[src/rtl/snn_pkg.sv]
// Shared SNN datapath package.
// Holds the constant clog2 helper, the accumulator FSM state encoding and the
// default weight/current widths shared by the synaptic and membrane blocks.
package snn_pkg;

  localparam int DEF_W_WIDTH   = 8;
  localparam int DEF_OUT_WIDTH = 8;

  localparam logic [1:0] ST_IDLE  = 2'd0;
  localparam logic [1:0] ST_ACCUM = 2'd1;
  localparam logic [1:0] ST_DONE  = 2'd2;

  typedef enum logic [1:0] {
    S_IDLE  = ST_IDLE,
    S_ACCUM = ST_ACCUM,
    S_DONE  = ST_DONE
  } acc_state_t;

  // Number of bits needed to index v distinct values (clog2(1) = 0).
  function automatic int clog2(input int v);
    int r;
    int x;
    r = 0;
    x = v - 1;
    while (x > 0) begin
      r++;
      x = x >> 1;
    end
    return r;
  endfunction

endpackage

[src/rtl/sat_truncate.sv]
// Signed width reduction with optional saturation.
// SAT=1: values outside the OUT_W signed range clip to max/min and raise sat.
// SAT=0: plain two's-complement truncation, sat stays 0.
// Ports:
//   in_val  - signed IN_W input
//   out_val - signed OUT_W result
//   sat     - result was clipped
module sat_truncate #(
  parameter int IN_W  = 14,
  parameter int OUT_W = 8,
  parameter bit SAT   = 1'b1
) (
  input  logic signed [IN_W-1:0]  in_val,
  output logic signed [OUT_W-1:0] out_val,
  output logic                    sat
);

  localparam logic signed [IN_W-1:0] MAX_V = IN_W'((longint'(1) <<< (OUT_W-1)) - 1);
  localparam logic signed [IN_W-1:0] MIN_V = IN_W'(-(longint'(1) <<< (OUT_W-1)));

  logic                    over, under;
  logic signed [OUT_W-1:0] wrap_v, clip_v;

  assign over   = (in_val > MAX_V);
  assign under  = (in_val < MIN_V);
  assign wrap_v = in_val[OUT_W-1:0];

  always_comb begin
    clip_v = wrap_v;
    if (over)       clip_v = {1'b0, {(OUT_W-1){1'b1}}};
    else if (under) clip_v = {1'b1, {(OUT_W-1){1'b0}}};
  end

  // Both paths are always built so the full input is consumed in either mode.
  assign out_val = SAT ? clip_v : wrap_v;
  assign sat     = SAT & (over | under);

endmodule

[src/rtl/input_current_accumulator.sv]
// Multi-cycle synaptic input current accumulator.
// Captures a spike vector and packed weight vector on start, sums the weights
// of active inputs LANES per cycle over M/LANES cycles, then converts the sum
// to a signed OUT_WIDTH current and pulses done.
// Optional feature macro: INPUT_CURRENT_SAT_EN
//   defined   - out-of-range sums saturate and raise saturated
//   undefined - legacy two's-complement wrap, saturated tied to 0
// Ports:
//   clk, reset     - rising-edge clock, asynchronous active-high reset
//   start          - request accumulation (only honoured in IDLE)
//   input_spikes   - M-bit spike vector, bit i gates weight i
//   weights        - M packed signed W_WIDTH weights
//   busy           - high in ACCUM and DONE
//   done           - one-cycle pulse when input_current updates
//   input_current  - signed result, held between done pulses
//   saturated      - result was clipped, held with input_current
// M must be a multiple of LANES and OUT_WIDTH must not exceed ACC_W.
module input_current_accumulator
  import snn_pkg::*;
#(
  parameter int M         = 24,
  parameter int W_WIDTH   = DEF_W_WIDTH,
  parameter int OUT_WIDTH = DEF_OUT_WIDTH,
  parameter int LANES     = 4
) (
  input  logic                        clk,
  input  logic                        reset,
  input  logic                        start,
  input  logic [M-1:0]                input_spikes,
  input  logic [M*W_WIDTH-1:0]        weights,
  output logic                        busy,
  output logic                        done,
  output logic signed [OUT_WIDTH-1:0] input_current,
  output logic                        saturated
);

  localparam int ACC_W = W_WIDTH + clog2(M) + 1;
  localparam int IDX_W = clog2(M + 1);
  localparam logic [IDX_W-1:0] LAST_IDX = IDX_W'(M - LANES);
  localparam logic [IDX_W-1:0] IDX_STEP = IDX_W'(LANES);

`ifdef INPUT_CURRENT_SAT_EN
  localparam bit SAT_EN = 1'b1;
`else
  localparam bit SAT_EN = 1'b0;
`endif

  acc_state_t state, state_nxt;

  logic [M-1:0]                   spk_q;
  logic [M*W_WIDTH-1:0]           w_q;
  logic signed [ACC_W-1:0]        acc;
  logic [IDX_W-1:0]               idx;
  logic [LANES-1:0][ACC_W-1:0]    lane_val;
  logic [ACC_W-1:0]               lane_sum;
  logic                           last;
  logic signed [OUT_WIDTH-1:0]    conv_val;
  logic                           conv_sat;

  // The captured vectors are shifted down each ACCUM cycle, so the lanes
  // always read the low LANES entries instead of muxing on idx.
  for (genvar k = 0; k < LANES; k++) begin : g_lane
    assign lane_val[k] = spk_q[k]
      ? {{(ACC_W-W_WIDTH){w_q[k*W_WIDTH+W_WIDTH-1]}}, w_q[k*W_WIDTH +: W_WIDTH]}
      : '0;
  end

  // Same-width modular add is exact for two's complement; ACC_W is wide
  // enough that the full M-input sum never overflows.
  always_comb begin
    lane_sum = '0;
    for (int k = 0; k < LANES; k++) lane_sum = lane_sum + lane_val[k];
  end

  assign last = (idx == LAST_IDX);
  assign busy = (state != S_IDLE);

  always_comb begin
    state_nxt = state;
    case (state)
      S_IDLE:  if (start) state_nxt = S_ACCUM;
      S_ACCUM: if (last)  state_nxt = S_DONE;
      S_DONE:             state_nxt = S_IDLE;
      default:            state_nxt = S_IDLE;
    endcase
  end

  sat_truncate #(
    .IN_W  (ACC_W),
    .OUT_W (OUT_WIDTH),
    .SAT   (SAT_EN)
  ) u_conv (
    .in_val  (acc),
    .out_val (conv_val),
    .sat     (conv_sat)
  );

  always_ff @(posedge clk or posedge reset) begin
    if (reset) begin
      state         <= S_IDLE;
      spk_q         <= '0;
      w_q           <= '0;
      acc           <= '0;
      idx           <= '0;
      done          <= 1'b0;
      input_current <= '0;
      saturated     <= 1'b0;
    end else begin
      state <= state_nxt;
      done  <= (state == S_DONE);
      case (state)
        S_IDLE: begin
          if (start) begin
            spk_q <= input_spikes;
            w_q   <= weights;
            acc   <= '0;
            idx   <= '0;
          end
        end
        S_ACCUM: begin
          acc   <= acc + signed'(lane_sum);
          idx   <= idx + IDX_STEP;
          spk_q <= spk_q >> LANES;
          w_q   <= w_q >> (LANES * W_WIDTH);
        end
        S_DONE: begin
          input_current <= conv_val;
          saturated     <= conv_sat;
        end
        default: ;
      endcase
    end
  end

endmodule

[config.mk]
export PLATFORM = sky130hd
export DESIGN_NAME = input_current_accumulator
export DESIGN_NICKNAME = d
export VERILOG_FILES = /design/src/rtl/snn_pkg.sv /design/src/rtl/sat_truncate.sv /design/src/rtl/input_current_accumulator.sv
export SDC_FILE = /design/constraint.sdc
export NUM_CORES = 1
export LEC_CHECK = 0
export CAP_MARGIN = 20
export CORE_ASPECT_RATIO = 1.25
export CORE_MARGIN = 5
export CORE_UTILIZATION = 35
export DETAILED_ROUTE_END_ITERATION = 16
export RECOVER_POWER = 50
export SLEW_MARGIN = 10
export SYNTH_ARGS = -nofsm -noshare
export SYNTH_HDL_FRONTEND = slang
export SYNTH_SLANG_ARGS = --single-unit
export TNS_END_PERCENT = 5
[constraint.sdc]
create_clock -name clk -period 19.4 [get_ports clk]
set_input_delay 3.88 -clock clk [delete_from_list [all_inputs] [get_ports clk]]
set_output_delay 3.88 -clock clk [all_outputs]
set_load 0.02 [all_outputs]
After elaboration in Yosys (flattened, before gate mapping):

Cells that the tools add are included.

* add/subtract/negate cells: 5
* $mul: 0
* divide/modulo/power cells: 0
* $lt $le $gt $ge: 0
* equal/unequal tests: 5
* shift operators: 0
* muxes and demuxes: 15
* bitwise operators: 0
* reductions and logical operators: 5

Operators with widths (count)
* $pmux 192 s2: 1
* $mux 192: 1
* $mux 14: 5
* $add 14x14->14: 4
* $pmux 24 s2: 1
* $pmux 14 s2: 1
* $mux 24: 1
* $pmux 5 s2: 1
* $add 5x3->5 const B: 1
* $eq 5x5->1 const B: 1
* $mux 5: 1
* $mux 2: 2
* $ne 2x2->1 const B: 2
* $pmux 2 s2: 1
* $reduce_and 2->1: 2
* $reduce_bool 2->1: 2
* $eq 2x1->1 const B: 1
* $eq 2x2->1 const B: 1
* $logic_not 2->1: 1

* register bits after elaboration: 246
* bits in latches: 0
* memory bits (writable): 0
* bits in read-only memories: 0
* input port bits: 219
* logic and storage cells: 37
* memories: 0

Longest topological paths before layout:

* depth in word-level cells: 6
* depth in mapped cells: 16
* mapped depth without buffers: 15

Cells and area by module:

A second synthesis with hierarchy kept.

* cell total of the unflattened synthesis: 1206
* area, all modules: 12031.5 µm²

By module, submodules not included
* input_current_accumulator: instances 1, cells each 1196, area each 11960.2 µm², seq. area each 6130.9 µm²
* sat_truncate: instances 1, cells each 10, area each 71.3 µm², seq. area each 0.0 µm²

Worst setup path after synthesis:

No wires, ideal clock.

* kind: input to register
* start: input port start
* end: register w_q[134]
* setup time: 0.083 ns
* arrival: 4.663 ns
* slack: 14.654 ns
* stages: 6
* path buffers: 2
* cell sequence: inv_1 -> nor2_4 -> buf_2 -> buf_2 -> a22oi_1 -> o21ai_0

* longest elaborated chain between the ends: 2

Ends and longest elaborated chain
* start: declaration: line input_current_accumulator.sv:28 `input logic start,`
* $ne 2x2->1 (no line)
* $reduce_and 2->1 (no line)
* end signal: assignment: line input_current_accumulator.sv:115 `w_q <= weights;`
* end signal: assignment: line input_current_accumulator.sv:124 `w_q <= w_q >> (LANES * W_WIDTH);`
* end: declaration: line input_current_accumulator.sv:51 `logic [M*W_WIDTH-1:0] w_q;`

No other way between the ends.
A chain may end at the register's enable or synchronous reset.

==> summary.txt <==
Status
  – Status: complete, but fails checks
  – Failing checks: max-capacitance violations, max-slew violations

Layout
  – Layout Cells excl Fill: 1690
  – Post-layout net count: roughly 1500
  – Most frequent cells in the layout: dfrtp_1, clkdlybuf4s50_1, nand2_1, o21ai_0, a22oi_1
  – Commonest non-fill, non-tap cell in the layout: dfrtp_1
  – Layout cells sized above 1: 5.556%
  – Area growth from synthesis to layout: 30.67%
  – Design area: roughly 0.014 mm²

Synthesis
  – Mapped Nets: between 1000 and 1500
  – Mean post-synth cell area: 10.07 µm²
  – Cell Area, Synth: between 0.01 and 0.015 mm²
  – Top cells by area, synth: dfrtp_1, a22oi_1, o21ai_0
  – Cells after synthesis: between 1000 and 1500
  – Top cell type's share of synthesized area: a little over half
  – Synth unique cells: 33
  – Seq/Total Area, Yosys: around 54%
  – Yosys Warn Count: 0
  – Cell taking the most area after synthesis: dfrtp_1
  – Yosys reg bits: ~240

Global routing
  – Maximum number of pins on one net before global-route repair: about 120
  – Initial antenna violation count: 6
  – Vias in the first global route: around 9200
  – Total gr overflow: 0
  – All-layer global routing usage: around 18%
  – First-pass GRT wire length: between 50000 and 60000 µm

Clock tree
  – Num CTS Buffers: 26
  – Post-CTS sizing: 0
  – CTS Buffer Depth: 3
  – TritonCTS clock tree: yes
  – Post-CTS Setup Bufs: 0
  – H-tree depth: 1
  – CTS root buf: clkbuf_16
  – Clk_lat worst skew: between 500 and 600 ps
  – Worst-path clk slew: about 70 ps
  – Hold buffer count at CTS: 0
  – Clock sinks: roughly 240

Placement
  – DP Cell Count: between 1500 and 2000
  – Dpl cell area: approximately 0.013 mm²
  – RePlAce Congestion: 0.8351
  – HPWL after detailed placement: between 20000 and 25000 µm
  – IO Port Bufs: approximately 230

Worst setup path
  – Reg2reg setup slack: roughly 13000 ps
  – Worst path max stage delay: roughly 2900 ps
  – WS Path Type: input port to async pin
  – Crit Path Max Fanout: approximately 120
  – Setup crit start kind: input port
  – Critical path's slowest cell: clkbuf_1
  – Worst flop-to-flop path endpoint: w_q[33]$_DFFE_PP0P_
  – CP Data Required Time: around 20000 ps
  – Critical path arrival: roughly 11000 ps
  – Reg-to-reg critical path startpoint: state[0]$_DFFE_PP0P_
  – CP Capture Type: async pin
  – Crit path cell chain: dlygate4sd3_1, clkinvlp_2, clkbuf_1, buf_4
  – R2R cell count: 5

Timing
  – FMAX: 0.09445 GHz
  – Hold WS: approximately 470 ps
  – Worst Clk Skew: between 9 and 10 ps
  – Final critical-path required period: roughly 11000 ps
  – Fin. Hold Viols: 0
  – Endpoints failing setup: 0
  – Final period util: around 55%
  – Relative slew slack: -246.0%
  – Worst slew pin tran: ~5200 ps
  – Max-slew violations: 399
  – RSZ-0062 raised after global routing: false
  – Total negative slack: 0 ps

Floorplanning
  – Core ar.: just over 0.03 mm²
  – Die height: roughly 210 µm
  – Row count: a little over 70
  – Die X: between 150 and 200 µm
  – Die area: 0.03488 mm²
  – IO Pins: 230
  – Initial Utilization: between 30% and 40%

Drt
  – Vias post-DR: between 8000 and 9000
  – Vias per inst: just over 5
  – Initial DRC count: 750
  – DRT Pass-1 Iters: 5
  – Drt total wl: about 31000 µm
  – Post-route DRC: 0
  – Detail Route Antenna Nets: 0
  – Routed WL per cell: ~19 µm

Power and ir drop
  – Combinational share of power: a little over 30%
  – Switching pwr: between 0.6 and 0.7 mW
  – Sw Share: 34.68%
  – Peak supply drop: ~0.076 mV
  – Reg power frac: roughly two fifths
  – Clock Power Share: a little over a quarter
  – Lkg Pwr: 6.007 nW
  – Final Power: about 1.9 mW
  – P per Cell Area: approximately 130 mW/mm²
  – Int Pwr: ~1.2 mW

Min path
  – Hold depth: 2
  – Worst Hold End: input_current[3]$_DFFE_PP0P_
  – Worst hold path type: flop to flop
  – Hold_sp: input_current[3]$_DFFE_PP0P_

Job
  – Max-Cap Viols: 6
-- power by group through the flow --
stage                     logic (mW)  registers [mW]  clock network (mW)
after global routing           0.673           0.812               0.555
after floorplan                0.445           0.751                   0
after CTS                      0.599           0.790               0.532
final                          0.586           0.789               0.519
after detailed placement       0.598           0.799                   0
after global placement         0.577           0.793                   0
-- worst max-delay path: cells and delay by family --
| kind | cells | cell delay (ps) |
|---|---|---|
| buf+inv | 4 | 7130 |
-- state kept, by name, summed over array words and instances (netlist names) --
register and flops:
w_q 192, spk_q 24, acc 8, input_current 8
idx 3, state 2, done 1
-- cell usage after synthesis --
library cell,n
nor2b_1,3
a22oi_1,180
nand2_1,215
nand2_2,3
nor2_4,2
xnor2_1,7
inv_1,45
o21ai_1,11
and2_2,6
buf_2,43
ha_1,10
a22o_1,38
fa_1,20
nand2_4,1
buf_4,5
o21bai_1,3
a21o_1,1
nand3_1,1
xnor2_2,2
nor2_1,3
conb_1,1
buf_1,4
mux2_2,2
a21oi_1,3
nand2b_1,2
and2_1,3
buf_6,2
clkbuf_1,39
o21ai_0,189
xor2_1,1
dfrtp_1,238
or2_2,1
nor3_1,1
-- worst max path at each step --
stage	end	from	slack, ps	cells past startpoint
floorplan	acc[0]$_DFFE_PP0P_	reset	8990	1
global placement	w_q[41]$_DFFE_PP0P_	start	12140	7
detailed placement	w_q[13]$_DFFE_PP0P_	start	12110	7
CTS	w_q[36]$_DFFE_PP0P_	start	12650	7
global route	state[1]$_DFFE_PP0P_	reset	7210	4
finish	state[1]$_DFFE_PP0P_	reset	8810	4
-- final cells by class --
| type | count | area, µm² |
|---|---|---|
| Fill cell | 2951 | 16620 |
| Tap cell | 407 | 509.2 |
| Clock inverter | 10 | 125.1 |
| Timing Repair Buffer | 239 | 2357 |
| Sequential cell | 238 | 5959 |
| Multi-Input combinational cell | 709 | 4363 |
| Inverter | 45 | 170.2 |
| Antenna cell | 5 | 12.51 |
| Clock buffer | 37 | 783.3 |
-- stage by stage --
stage               utilization, %  setup WS [ps]
CTS                          46.28          12650
detailed placement           43.34          12110
finish                       46.21           8812
global route                 46.21           7211
global placement             43.34          12140
floorplan                        -           8989
-- routing by layer --
layer,wire (µm),GRT usage [%]
met1,12920,22.94
met2,15750,29.84
met3,1973,3.962
met4,701,5.039
met5,20,0
-- cell families (layout without fill, tap and decap cells) --
family                     Yosys count  count (layout)  share of synthesized area [%]
AOI/OAI and AO/OA                  425             425                          24.98
buffers and inverters              138             331                          5.542
muxes                                2               2                         0.2061
DFF                                238             238                          54.50
and+or+nand+nor                    241             241                          8.988
xor gates and xnor gates            10              10                         0.9389
other                                1               6                        0.03432
adders and majority gates           30              30                          4.809
(Power assumes the default switching activity.)
